===== config.mk =====
export PLATFORM = sky130hd
export DESIGN_NAME = add_out_stage
export DESIGN_NICKNAME = d
export VERILOG_FILES = /design/src/rtl/add_pkg.sv /design/src/rtl/add_flags.sv /design/src/rtl/add_out_stage.sv
export SDC_FILE = /design/constraint.sdc
export NUM_CORES = 1
export LEC_CHECK = 0
export CAP_MARGIN = 5
export CORE_AREA = 2 2 112 114
export DETAILED_ROUTE_END_ITERATION = 8
export DIE_AREA = 0 0 114 116
export HOLD_SLACK_MARGIN = 0.1
export MAX_ROUTING_LAYER = met4
export PLACE_DENSITY = 0.85
export RECOVER_POWER = 100
export SYNTH_ARGS = -nofsm -noshare
export SYNTH_HDL_FRONTEND = slang
export SYNTH_SLANG_ARGS = --single-unit

===== constraint.sdc =====
create_clock -name clk -period 4.96 [get_ports clk]
set_input_delay 0.496 -clock clk [delete_from_list [all_inputs] [get_ports clk]]
set_output_delay 0.496 -clock clk [all_outputs]
set_load 0.05 [all_outputs]

===== src/rtl/add_pkg.sv =====
// Shared definitions for the adder output stages: skid-buffer occupancy
// state codes and the default adder result width.
package add_pkg;

    // Skid-buffer occupancy states (number of entries held)
    localparam logic [1:0] ST_EMPTY = 2'd0;
    localparam logic [1:0] ST_ONE   = 2'd1;
    localparam logic [1:0] ST_TWO   = 2'd2;

    // Default adder result width
    localparam int ADD_W = 64;

endpackage


===== src/rtl/add_flags.sv =====
// Combinational status flags for an N-bit adder result.
//   z : sum is zero (carry out is not part of the test)
//   n : sum sign bit
//   v : signed overflow, i.e. both operands share a sign that the sum lost
// Shared by the output stages of every adder width.
module add_flags #(
    parameter int N = 64
) (
    input  logic [N-1:0] s,
    input  logic         a_msb,
    input  logic         b_msb,
    output logic         z,
    output logic         n,
    output logic         v
);

    assign z = (s == {N{1'b0}});
    assign n = s[N-1];
    assign v = (a_msb == b_msb) && (s[N-1] != a_msb);

endmodule


===== src/rtl/add_out_stage.sv =====
// Registered output stage behind the N-bit ripple adder.
// Captures {sum, carry, z, n, v} under a valid/ready handshake into a
// 2-entry skid buffer and presents entries in FIFO order. in_ready is
// decoded from the registered occupancy only, so the consumer's
// out_ready never reaches the producer combinationally.
// Optional build macro: ADD_OUT_STATS_EN adds stat_clr / stat_xfer /
// stat_ovf saturating transfer and overflow counters.
module add_out_stage
    import add_pkg::*;
#(
    parameter int N  = ADD_W,
    parameter int CW = 32
) (
    input  logic         clk,
    input  logic         rst_n,
    input  logic         in_valid,
    output logic         in_ready,
    input  logic [N-1:0] s,
    input  logic         cout,
    input  logic         a_msb,
    input  logic         b_msb,
    output logic         out_valid,
    input  logic         out_ready,
    output logic [N-1:0] out_s,
    output logic         out_cout,
    output logic         out_z,
    output logic         out_n,
    output logic         out_v
`ifdef ADD_OUT_STATS_EN
    ,
    input  logic          stat_clr,
    output logic [CW-1:0] stat_xfer,
    output logic [CW-1:0] stat_ovf
`endif
);

    // Elaboration-time parameter sanity
    if (N < 2) begin : g_bad_n
        $error("add_out_stage: N must be >= 2");
    end
    if (CW < 2) begin : g_bad_cw
        $error("add_out_stage: CW must be >= 2");
    end

    typedef struct packed {
        logic [N-1:0] s;
        logic         cout;
        logic         z;
        logic         n;
        logic         v;
    } entry_t;

    logic       z_s;
    logic       n_s;
    logic       v_s;
    entry_t     in_entry_s;
    entry_t     head_r;
    entry_t     tail_r;
    logic [1:0] state_r;
    logic [1:0] state_nxt_s;
    logic       push_s;
    logic       pop_s;

    add_flags #(.N(N)) u_flags (
        .s     (s),
        .a_msb (a_msb),
        .b_msb (b_msb),
        .z     (z_s),
        .n     (n_s),
        .v     (v_s)
    );

    assign in_entry_s = '{s: s, cout: cout, z: z_s, n: n_s, v: v_s};
    assign push_s     = in_valid & in_ready;
    assign pop_s      = out_valid & out_ready;

    // Occupancy state register
    always_ff @(posedge clk or negedge rst_n) begin
        if (!rst_n) begin
            state_r <= ST_EMPTY;
        end else begin
            state_r <= state_nxt_s;
        end
    end

    // Next occupancy from the push/pop handshakes
    always_comb begin
        state_nxt_s = ST_EMPTY;
        case (state_r)
            ST_EMPTY: begin
                if (push_s) begin
                    state_nxt_s = ST_ONE;
                end else begin
                    state_nxt_s = ST_EMPTY;
                end
            end
            ST_ONE: begin
                if (push_s && !pop_s) begin
                    state_nxt_s = ST_TWO;
                end else if (pop_s && !push_s) begin
                    state_nxt_s = ST_EMPTY;
                end else begin
                    state_nxt_s = ST_ONE;
                end
            end
            ST_TWO: begin
                if (pop_s) begin
                    state_nxt_s = ST_ONE;
                end else begin
                    state_nxt_s = ST_TWO;
                end
            end
            default: begin
                state_nxt_s = ST_EMPTY;
            end
        endcase
    end

    // Handshake outputs decoded from the registered state only
    always_comb begin
        in_ready  = 1'b1;
        out_valid = 1'b0;
        case (state_r)
            ST_EMPTY: begin
                in_ready  = 1'b1;
                out_valid = 1'b0;
            end
            ST_ONE: begin
                in_ready  = 1'b1;
                out_valid = 1'b1;
            end
            ST_TWO: begin
                in_ready  = 1'b0;
                out_valid = 1'b1;
            end
            default: begin
                in_ready  = 1'b1;
                out_valid = 1'b0;
            end
        endcase
    end

    // Entry storage: head is what the consumer sees, tail is the skid slot
    always_ff @(posedge clk or negedge rst_n) begin
        if (!rst_n) begin
            head_r <= '0;
            tail_r <= '0;
        end else begin
            case (state_r)
                ST_EMPTY: begin
                    if (push_s) begin
                        head_r <= in_entry_s;
                    end
                end
                ST_ONE: begin
                    if (push_s && pop_s) begin
                        head_r <= in_entry_s;
                    end else if (push_s) begin
                        tail_r <= in_entry_s;
                    end
                end
                ST_TWO: begin
                    if (pop_s) begin
                        head_r <= tail_r;
                    end
                end
                default: begin
                    head_r <= '0;
                    tail_r <= '0;
                end
            endcase
        end
    end

    assign out_s    = head_r.s;
    assign out_cout = head_r.cout;
    assign out_z    = head_r.z;
    assign out_n    = head_r.n;
    assign out_v    = head_r.v;

`ifdef ADD_OUT_STATS_EN
    localparam logic [CW-1:0] CNT_ONE = {{(CW-1){1'b0}}, 1'b1};
    localparam logic [CW-1:0] CNT_MAX = {CW{1'b1}};

    logic [CW-1:0] xfer_r;
    logic [CW-1:0] ovf_r;

    // Saturating counters; a clear wins over a same-cycle increment
    always_ff @(posedge clk or negedge rst_n) begin
        if (!rst_n) begin
            xfer_r <= {CW{1'b0}};
            ovf_r  <= {CW{1'b0}};
        end else if (stat_clr) begin
            xfer_r <= {CW{1'b0}};
            ovf_r  <= {CW{1'b0}};
        end else begin
            if (pop_s && (xfer_r != CNT_MAX)) begin
                xfer_r <= xfer_r + CNT_ONE;
            end
            if (push_s && v_s && (ovf_r != CNT_MAX)) begin
                ovf_r <= ovf_r + CNT_ONE;
            end
        end
    end

    assign stat_xfer = xfer_r;
    assign stat_ovf  = ovf_r;
`endif

endmodule

==> results_dict.tcl, run 1 <==
set metrics [dict create \
    power_per_cell_area_mw_per_mm2 757.4 \
    synth_warnings 0 \
    clk_pin_slew_worst_paths_ns 0.06 \
    rsz0062_at_grt "false" \
    cts_max_level 4 \
    maxCapViolations 3 \
    crit_top_cell "inv_1" \
    start_util_pct 54.53 \
    die_y_um 116 \
    regArea_mm2 0.003403 \
    dieWidth_um 114 \
    io_buffers 140 \
    leakage_uw 0.003890 \
    dieArea_mm2 0.01322 \
    hpwl_um 10790 \
    arrival_ns 4.12 \
    crit_fanout 38 \
    cts-root-buf "clkbuf_16" \
    slew_violations 149 \
    ir_drop_mv 0.4484 \
    hold_violations 0 \
    drive_gt1_share_pct 10.78 \
    finalSetupTns_ns 0 \
    drt-total-wl_um 16500 \
    post_cts_resize_count 0 \
    track_usage_pct 27.11 \
    cts-hold-fix-buffers 0 \
    first_global_vias 5397 \
    ant_nets 0 \
    period_needed_ns 3.792 \
    cp-end-kind "flip-flop" \
    hp-class "in2async" \
    fmax_ghz 0.2637 \
    violations "capacitance limit, slew limit" \
    io_pins 141 \
    num_vias 5333 \
    post_synth_num_cell_types 31 \
    finalSetupViolCount 0 \
    vias_per_cell 5.816 \
    core-area_mm2 0.01191 \
    drt-initial-drc-count 533 \
    slowest_delay_ns 1.28 \
    clock-skew-final_ns 0.006317 \
    ys_seq_area_share_pct 52.40 \
    avgSynthCellArea_um2 10.07 \
    cts_tree "built" \
    ys_seq_elements 136 \
    antenna_found_initial 0 \
    startpoint_type "flip-flop" \
    cp.required_ns 5.29 \
    path_class "reg2reg" \
    dr.pass1.iters 6 \
    gp_congestion 0.8629 \
    status "finished with violations" \
    synth-edff-count 0 \
    async_flop_share_pct 100.0 \
    routedWlPerCell_um 17.99 \
    cts_made_buffers 17 \
    multi_input_area_mm2 0.002681 \
    synth_ff_type "dfrtp_1" \
    post_cts_buffers 0 \
    cts_max_path_buffers 2 \
    fin_crit_sh_pct 76.45 \
    drc 0 \
    synth_area_mm2 0.006495 \
    path_cells "inv_1 > ha_1 > inv_1 > o21ai_1 > buf_4 > nand2_1 > o21ai_0" \
    fin_nets 834 \
    layout-area-overhead-vs-synth_pct 30.80 \
    slew_headroom_pct -104.3 \
    grt_pass1_wl_um 27050 \
    grt_max_degree 80 \
    fill_cells 858 \
    core.rowCount 40 \
    tightest_slew_ns 3.064 \
    grt-ovfl-total 0 \
    worst_path_max_delay_cell "o21ai_1" \
    syn-instance-count 645 \
    syn_nets 722 \
    antennaDiodeCount 0 \
    hold_slack_ns 0.09194 \
    insertion_delay_ns 0.42 \
    clkSinkCount 136 \
]
==> power breakdown <==
group / switching [uW] / total, uW / internal, uW
clock network: 479 / 1550 / 1070
logic: 2070 / 3130 / 1070
registers: 217 / 1750 / 1530
total: 2760 / 6430 / 3670
==> path summary, 6_finish.rpt <==
path                                              from                     end  slack [ns]  cells after the start
worst min-delay path                             rst_n   out_s[44]$_DFFE_PN0P_        0.09                      1
worst max register to register    state_r[1]$_DFF_PN0_  tail_r[64]$_DFFE_PN0P_        1.17                      7
max in group asynchronous                        rst_n    out_s[2]$_DFFE_PN0P_        1.50                      2
worst min register to register  tail_r[54]$_DFFE_PN0P_  tail_r[54]$_DFFE_PN0P_        0.48                      2
min in group clk                tail_r[54]$_DFFE_PN0P_  tail_r[54]$_DFFE_PN0P_        0.48                      2
worst max-delay path              state_r[1]$_DFF_PN0_  tail_r[64]$_DFFE_PN0P_        1.17                      7
==> synth_stat cells (2+ instances only) <==
library cell | instances | area, um2
nor4_1 | 16 | 100.1
clkbuf_1 | 31 | 116.4
a21oi_1 | 4 | 20.02
buf_8 | 3 | 45.04
dfrtp_1 | 136 | 3403
mux2_4 | 29 | 435.4
nor2_1 | 70 | 262.8
nand4_1 | 5 | 31.28
inv_1 | 6 | 22.52
buf_2 | 13 | 65.06
nor2b_1 | 2 | 12.51
o21ai_0 | 68 | 340.3
a22oi_1 | 65 | 488.0
buf_1 | 2 | 7.510
ha_1 | 6 | 75.07
mux2_2 | 37 | 416.7
nand2_1 | 134 | 503.0
buf_6 | 3 | 33.78
buf_4 | 3 | 22.52
==> metrics by stage <==
stage / setup WS, ns / total power [uW] / instance area (um2) / instances / utilization [%]
after detailed placement: 1.714 / 5135 / 7863 / 884 / 66.01
after global routing: 0.7240 / 6784 / 8496 / 917 / 71.32
final: 1.168 / 6434 / 8496 / 917 / 71.32
after CTS: 1.676 / 6716 / 8588 / 916 / 72.10
after global placement: 1.945 / 5001 / 7863 / 884 / 66.01
after floorplan: 2.574 / 4274 / 6495 / 645 / -
==> state kept, by name, indices dropped and copies added (netlist names) <==
register	cells
tail_r	67
out_cout	1
out_s	64
state_r	2
out_z	1
out_v	1
==> cell type report <==
type,instances,area share [%]
Clock buffer,20,5.376
Clock inverter,12,3.166
Inverter,6,0.2651
Multi-Input combinational cell,448,31.56
Sequential cell,136,40.06
Tap cell,147,2.165
Timing Repair Buffer,148,17.41
==> per-layer routing <==
metal	GRT usage, %	up-vias	part of all wire (%)
li1	-	2454	-
met1	34.08	2633	41
met2	42.90	214	51
met3	6.590	32	5.8
met4	10.24	0	2.1
met5	-	-	0
==> worst max-delay path: cells and delay by family, from the launching register on <==
| kind | cells | cell delay [ns] |
|---|---|---|
| and+or+nand+nor | 1 | 0.13 |
| adders and majority gates | 1 | 0.95 |
| DFF | 1 | 0.41 |
| buffers and inverters | 3 | 0.80 |
| AOI/OAI and AO/OA | 2 | 1.39 |
==> cell families after synthesis <==
| kind of cell | Yosys count | synth area share [%] |
|---|---|---|
| and+or+nand+nor | 235 | 14.95 |
| AOI/OAI and AO/OA | 141 | 13.56 |
| DFF | 136 | 52.40 |
| muxes | 66 | 13.12 |
| buffers and inverters | 61 | 4.816 |
| adders and majority gates | 6 | 1.156 |
==> layout by cell type (no fill, tap or decap), types with 4 or more instances in the layout <==
cell type,count
o21ai_0,68
a21oi_1,4
dlygate4sd3_1,69
nand4_1,5
dfrtp_1,136
clkdlybuf4s50_1,70
ha_1,4
bufinv_16,8
nor2_1,70
mux2_2,37
nor4_1,16
a22oi_1,65
clkbuf_16,17
inv_1,6
mux2_1,27
buf_4,6
nand2_1,134
Note: power is estimated with default switching activity, not from simulation.
==> inputs of run 2 (changes only) <==
--- a/config.mk
+++ b/config.mk
@@ -6,12 +6,12 @@
 export NUM_CORES = 1
 export LEC_CHECK = 0
 export CAP_MARGIN = 5
-export CORE_AREA = 2 2 112 114
+export CORE_AREA = 2 2 116 118
 export DETAILED_ROUTE_END_ITERATION = 8
-export DIE_AREA = 0 0 114 116
+export DIE_AREA = 0 0 118 120
 export HOLD_SLACK_MARGIN = 0.1
 export MAX_ROUTING_LAYER = met4
-export PLACE_DENSITY = 0.85
+export PLACE_DENSITY = 0.8
 export RECOVER_POWER = 100
 export SYNTH_ARGS = -nofsm -noshare
 export SYNTH_HDL_FRONTEND = slang
==> constraint.sdc (replaced) <==
create_clock -name clk -period 3.6 [get_ports clk]
set_input_delay 0.36 -clock clk [delete_from_list [all_inputs] [get_ports clk]]
set_output_delay 0.36 -clock clk [all_outputs]
set_load 0.05 [all_outputs]
==> run 2 against run 1 <==
The flow still finishes with violations (capacitance limit, slew limit); global-route usage decreased by 3.1 points; cell area fell by 2.0%; clock skew rose by 0.00081 ns; critical path type is now reg2out.
==> results_dict.tcl, run 2 (same netlist as run 1, synthesis figures left out) <==
set metrics [dict create \
    fin_cells 944 \
    grt_pass1_wl_um 26200 \
    io_buffers 140 \
    power_uw 8212 \
    fin_crit_sh_pct 91.18 \
    grt_max_degree 135 \
    slew_headroom_pct -98.82 \
    period_needed_ns 3.282 \
    fill_cells 1074 \
    hold_slack_ns 0.4788 \
    maxCapViolations 1 \
    path_cells "inv_1 > ha_2 > buf_4 > inv_1 > dlygate4sd3_1" \
    cpLargestDelayFamily "buffers and inverters" \
    core-area_mm2 0.01298 \
    cts-root-buf "clkbuf_16" \
    status "finished with violations" \
    drt-initial-drc-count 444 \
    dpl.cell_count 914 \
    use_met2_pct 38.23 \
    power_per_cell_area_mw_per_mm2 986.2 \
    crit_fanout 41 \
    insertion_delay_ns 0.42 \
    grt-busiest-layer "met2" \
    gp_congestion 0.7925 \
    finalSetupViolCount 0 \
    path_class "reg2out" \
    largest_reg_flops 67 \
    clk_pin_slew_worst_paths_ns 0.05 \
    fin_nets 834 \
    hold_violations 0 \
    drt-total-wl_um 15890 \
    core.rowCount 42 \
    use_met1_pct 29.63 \
    num_vias 5277 \
    arrival_ns 2.92 \
    grt-ovfl-total 0 \
    mostFrequentLayoutCell "dfrtp_1" \
    track_usage_pct 24.01 \
    dieArea_mm2 0.01416 \
    leakage_uw 0.003793 \
    slew_violations 124 \
    rsz0062_at_grt "false" \
    crit_buf_inv 4 \
    layout-area-overhead-vs-synth_pct 28.20 \
    dieWidth_um 118 \
    cp.required_ns 3.24 \
    met3_usage_pct 5.133 \
    layout_common_cells "dfrtp_1, nand2_1, nor2_1, dlygate4sd3_1, clkdlybuf4s50_1" \
    start_util_pct 50.04 \
    worst_path_max_delay_cell "dlygate4sd3_1" \
    cts-hold-fix-buffers 0 \
    top_register "tail_r" \
    startpoint_type "flip-flop" \
    antennaDiodeCount 0 \
    tightest_slew_ns 2.982 \
    hp-class "reg2reg" \
    antenna_found_initial 0 \
    crit_top_cell "inv_1" \
    cts_tree "built" \
    post_cts_buffers 0 \
    finalSetupTns_ns 0 \
    clock-skew-final_ns 0.007129 \
    io_pins 141 \
    ir_drop_mv 0.5030 \
    cts_made_buffers 17 \
    fmax_ghz 0.3047 \
    cp-end-kind "output pin" \
    post_cts_resize_count 0 \
    first_global_vias 5255 \
    cts_max_path_buffers 2 \
    fin_area_mm2 0.008327 \
    drc 0 \
    violations "capacitance limit, slew limit" \
    routedWlPerCell_um 16.83 \
    dr.pass1.iters 7 \
    cts_max_level 4 \
    die_y_um 120 \
    drive_gt1_share_pct 10.03 \
    ant_nets 0 \
    placed_area_mm2 0.007931 \
    clkSinkCount 136 \
    slowest_delay_ns 0.79 \
    vias_per_cell 5.590 \
    hpwl_um 10610 \
]
==> run 2: power breakdown <==
| group | internal [uW] | switching, uW | total [uW] | leakage (uW) |
|---|---|---|---|---|
| combinational | 1430 | 2820 | 4250 | 0.00177 |
| clock | 960 | 593 | 1550 | 0.000263 |
| sequential | 2110 | 294 | 2410 | 0.00176 |
==> run 2: path summary, 6_finish.rpt <==
kind / start / end / slack [ns] / cells past startpoint
setup / recovery: state_r[0]$_DFF_PN0_ / in_ready / 0.32 / 5
hold / removal: out_s[62]$_DFFE_PN0P_ / out_s[62]$_DFFE_PN0P_ / 0.48 / 1
setup reg to reg: state_r[0]$_DFF_PN0_ / tail_r[63]$_DFFE_PN0P_ / 0.36 / 7
hold reg to reg: out_s[62]$_DFFE_PN0P_ / out_s[62]$_DFFE_PN0P_ / 0.48 / 1
max in group asynchronous: rst_n / tail_r[16]$_DFFE_PN0P_ / 0.89 / 2
min in group asynchronous: rst_n / out_s[43]$_DFFE_PN0P_ / 0.92 / 1
==> run 2: through the flow <==
step	util, %	setup slack (ns)
after floorplan	-	1.214
after global placement	61.10	0.8928
after detailed placement	61.10	0.8146
after CTS	65.17	0.3788
after global routing	64.15	0.1275
final	64.15	0.3177
==> run 2: area by class of cell <==
class | count | area (um2) | share of cell area [%]
clock inverter | 3 | 15.01 | 0.1803
multi-input combinational | 448 | 2691 | 32.32
sequential | 136 | 3403 | 40.87
tap | 176 | 220.2 | 2.645
timing repair buffer | 148 | 1461 | 17.55
inverter | 6 | 22.52 | 0.2705
clock buffer | 27 | 513.0 | 6.161
==> run 2: metal layers <==
layer	vias up	wire, um
met5	-	0
met2	207	7970
met1	2569	6636
met4	0	448
li1	2462	-
met3	39	832
==> inputs of run 3 (changes only) <==
--- a/config.mk
+++ b/config.mk
@@ -13,6 +13,7 @@
 export MAX_ROUTING_LAYER = met4
 export PLACE_DENSITY = 0.8
 export RECOVER_POWER = 100
+export REMOVE_ABC_BUFFERS = 1
 export SYNTH_ARGS = -nofsm -noshare
 export SYNTH_HDL_FRONTEND = slang
 export SYNTH_SLANG_ARGS = --single-unit
==> run 3 against run 2 <==
The flow still finishes with violations (capacitance limit, slew limit); via count fell by 0.21%; fmax rose by 0.36%; largest cell class unchanged; clock power rose by 6%; power rose by 1.9%; critical path type unchanged; clock skew rose by 0.0028 ns; clock-buffer cell count fell by 4; non-clock buffer count rose by 3; cell area rose by 0.89%; setup slack improved by 0.012 ns; register-to-register slack barely moved; final cell count rose by 0.53%; largest power group unchanged; sequential power barely moved.
==> results_dict.tcl, run 3 (same netlist as run 1, synthesis figures left out) <==
set metrics [dict create \
    die_y_um 120 \
    top_register "tail_r" \
    slew_violations 124 \
    min_to "out_s[7]$_DFFE_PN0P_" \
    cp-end-kind "output pin" \
    worstRegToRegCells 7 \
    hold_violations 0 \
    power_per_cell_area_mw_per_mm2 996.2 \
    ir_drop_mv 0.5598 \
    start_util_pct 50.04 \
    grt_max_degree 99 \
    r2r-start "state_r[1]$_DFF_PN0_" \
    dr.pass1.iters 5 \
    cts_max_level 4 \
    power_uw 8369 \
    hp-class "reg2reg" \
    placed_area_mm2 0.007946 \
    track_usage_pct 24.74 \
    startpoint_type "flip-flop" \
    clk_pin_slew_worst_paths_ns 0.06 \
    mostFrequentLayoutCell "dfrtp_1" \
    hold_path_depth 1 \
    rsz0062_at_grt "false" \
    post_cts_buffers 0 \
    first_global_vias 5428 \
    post_cts_resize_count 0 \
    hold_slack_ns 0.4781 \
    core-area_mm2 0.01298 \
    io_pins 141 \
    grt_pass1_wl_um 27180 \
    cts_made_buffers 17 \
    num_vias 5266 \
    leakage_uw 0.003837 \
    fin_crit_sh_pct 90.85 \
    layout_common_cells "dfrtp_1, nand2_1, dlygate4sd3_1" \
    clkSinkCount 136 \
    path_class "reg2out" \
    io_buffers 140 \
    crit_fanout 52 \
    antennaDiodeCount 0 \
    clock-skew-final_ns 0.009923 \
    fin_util_pct 64.72 \
    reg2reg_to "out_v$_DFFE_PN0P_" \
    drt-total-wl_um 16360 \
    slew_headroom_pct -62.03 \
    tightest_slew_ns 2.430 \
    cp.required_ns 3.24 \
    finalSetupTns_ns 0 \
    cts-root-buf "clkbuf_16" \
    cts_max_path_buffers 2 \
    drc 0 \
    antenna_found_initial 0 \
    hpwl_um 10850 \
    status "finished with violations" \
    period_needed_ns 3.271 \
    fin_area_mm2 0.008401 \
    violations "capacitance limit, slew limit" \
    r2r_slack_ns 0.36 \
    hold_start "out_s[7]$_DFFE_PN0P_" \
    arrival_ns 2.91 \
    largest_reg_flops 67 \
    vias_per_cell 5.549 \
    core.rowCount 42 \
    drive_gt1_share_pct 11.00 \
    maxCapViolations 2 \
    grt-ovfl-total 0 \
    finalSetupViolCount 0 \
    cts_tree "built" \
    layout-area-overhead-vs-synth_pct 29.34 \
    dieWidth_um 118 \
    cts-hold-fix-buffers 1 \
    dieArea_mm2 0.01416 \
    gp_congestion 0.8048 \
    ant_nets 0 \
    fin_nets 837 \
    insertion_delay_ns 0.42 \
    routedWlPerCell_um 17.23 \
    fmax_ghz 0.3058 \
    drt-initial-drc-count 538 \
]
## run 3: cell type report
class	count	area (um2)
Inverter	6	22.52
Multi-Input combinational cell	448	2693
Clock buffer	23	488.0
Fill cell	1044	4579
Timing Repair Buffer	151	1501
Clock inverter	9	72.57
Sequential cell	136	3403
Tap cell	176	220.2
## run 3: where the power goes
group          internal [uW]  switching, uW  total (uW)
logic                   1470           2850        4330
clock network           1010            623        1640
registers               2110            294        2410
total                   4600           3770        8370
## run 3: per-stage QoR
step                      std cells  worst slack, ns
after floorplan                 590           -2.761
after global placement          916           0.8465
after detailed placement        916           0.6530
after CTS                       949           0.3991
after global routing            949           0.1549
final                           949           0.3295
## run 3: critical path: stages (launching register included)
cell	delay [ns]
dfrtp_1	0.40
inv_1	0.10
ha_2	0.47
buf_4	0.56
inv_1	0.13
dlygate4sd3_1	0.79
## run 3: worst max path at each step
stage | from | end | slack [ns] | cells after the start
5_1_grt | state_r[1]$_DFF_PN0_ | out_v$_DFFE_PN0P_ | 0.15 | 7
4_1_cts | state_r[0]$_DFF_PN0_ | in_ready | 0.40 | 5
6_report | state_r[0]$_DFF_PN0_ | in_ready | 0.33 | 5
3_5_place_dp | in_valid | tail_r[23]$_DFFE_PN0P_ | 0.65 | 7
3_3_place_gp | in_valid | tail_r[39]$_DFFE_PN0P_ | 0.85 | 7
2_1_floorplan | state_r[1]$_DFF_PN0_ | tail_r[0]$_DFFE_PN0P_ | -2.76 | 5
## run 3: metal layers
metal  global-route usage (%)  vias to the layer above  part of all wire, %
li1                         -                     2459                    -
met1                    30.97                     2578                   42
met2                    39.64                      203                   51
met3                    5.181                       26                  5.7
met4                    9.864                        0                  1.9
met5                        -                        -                    0
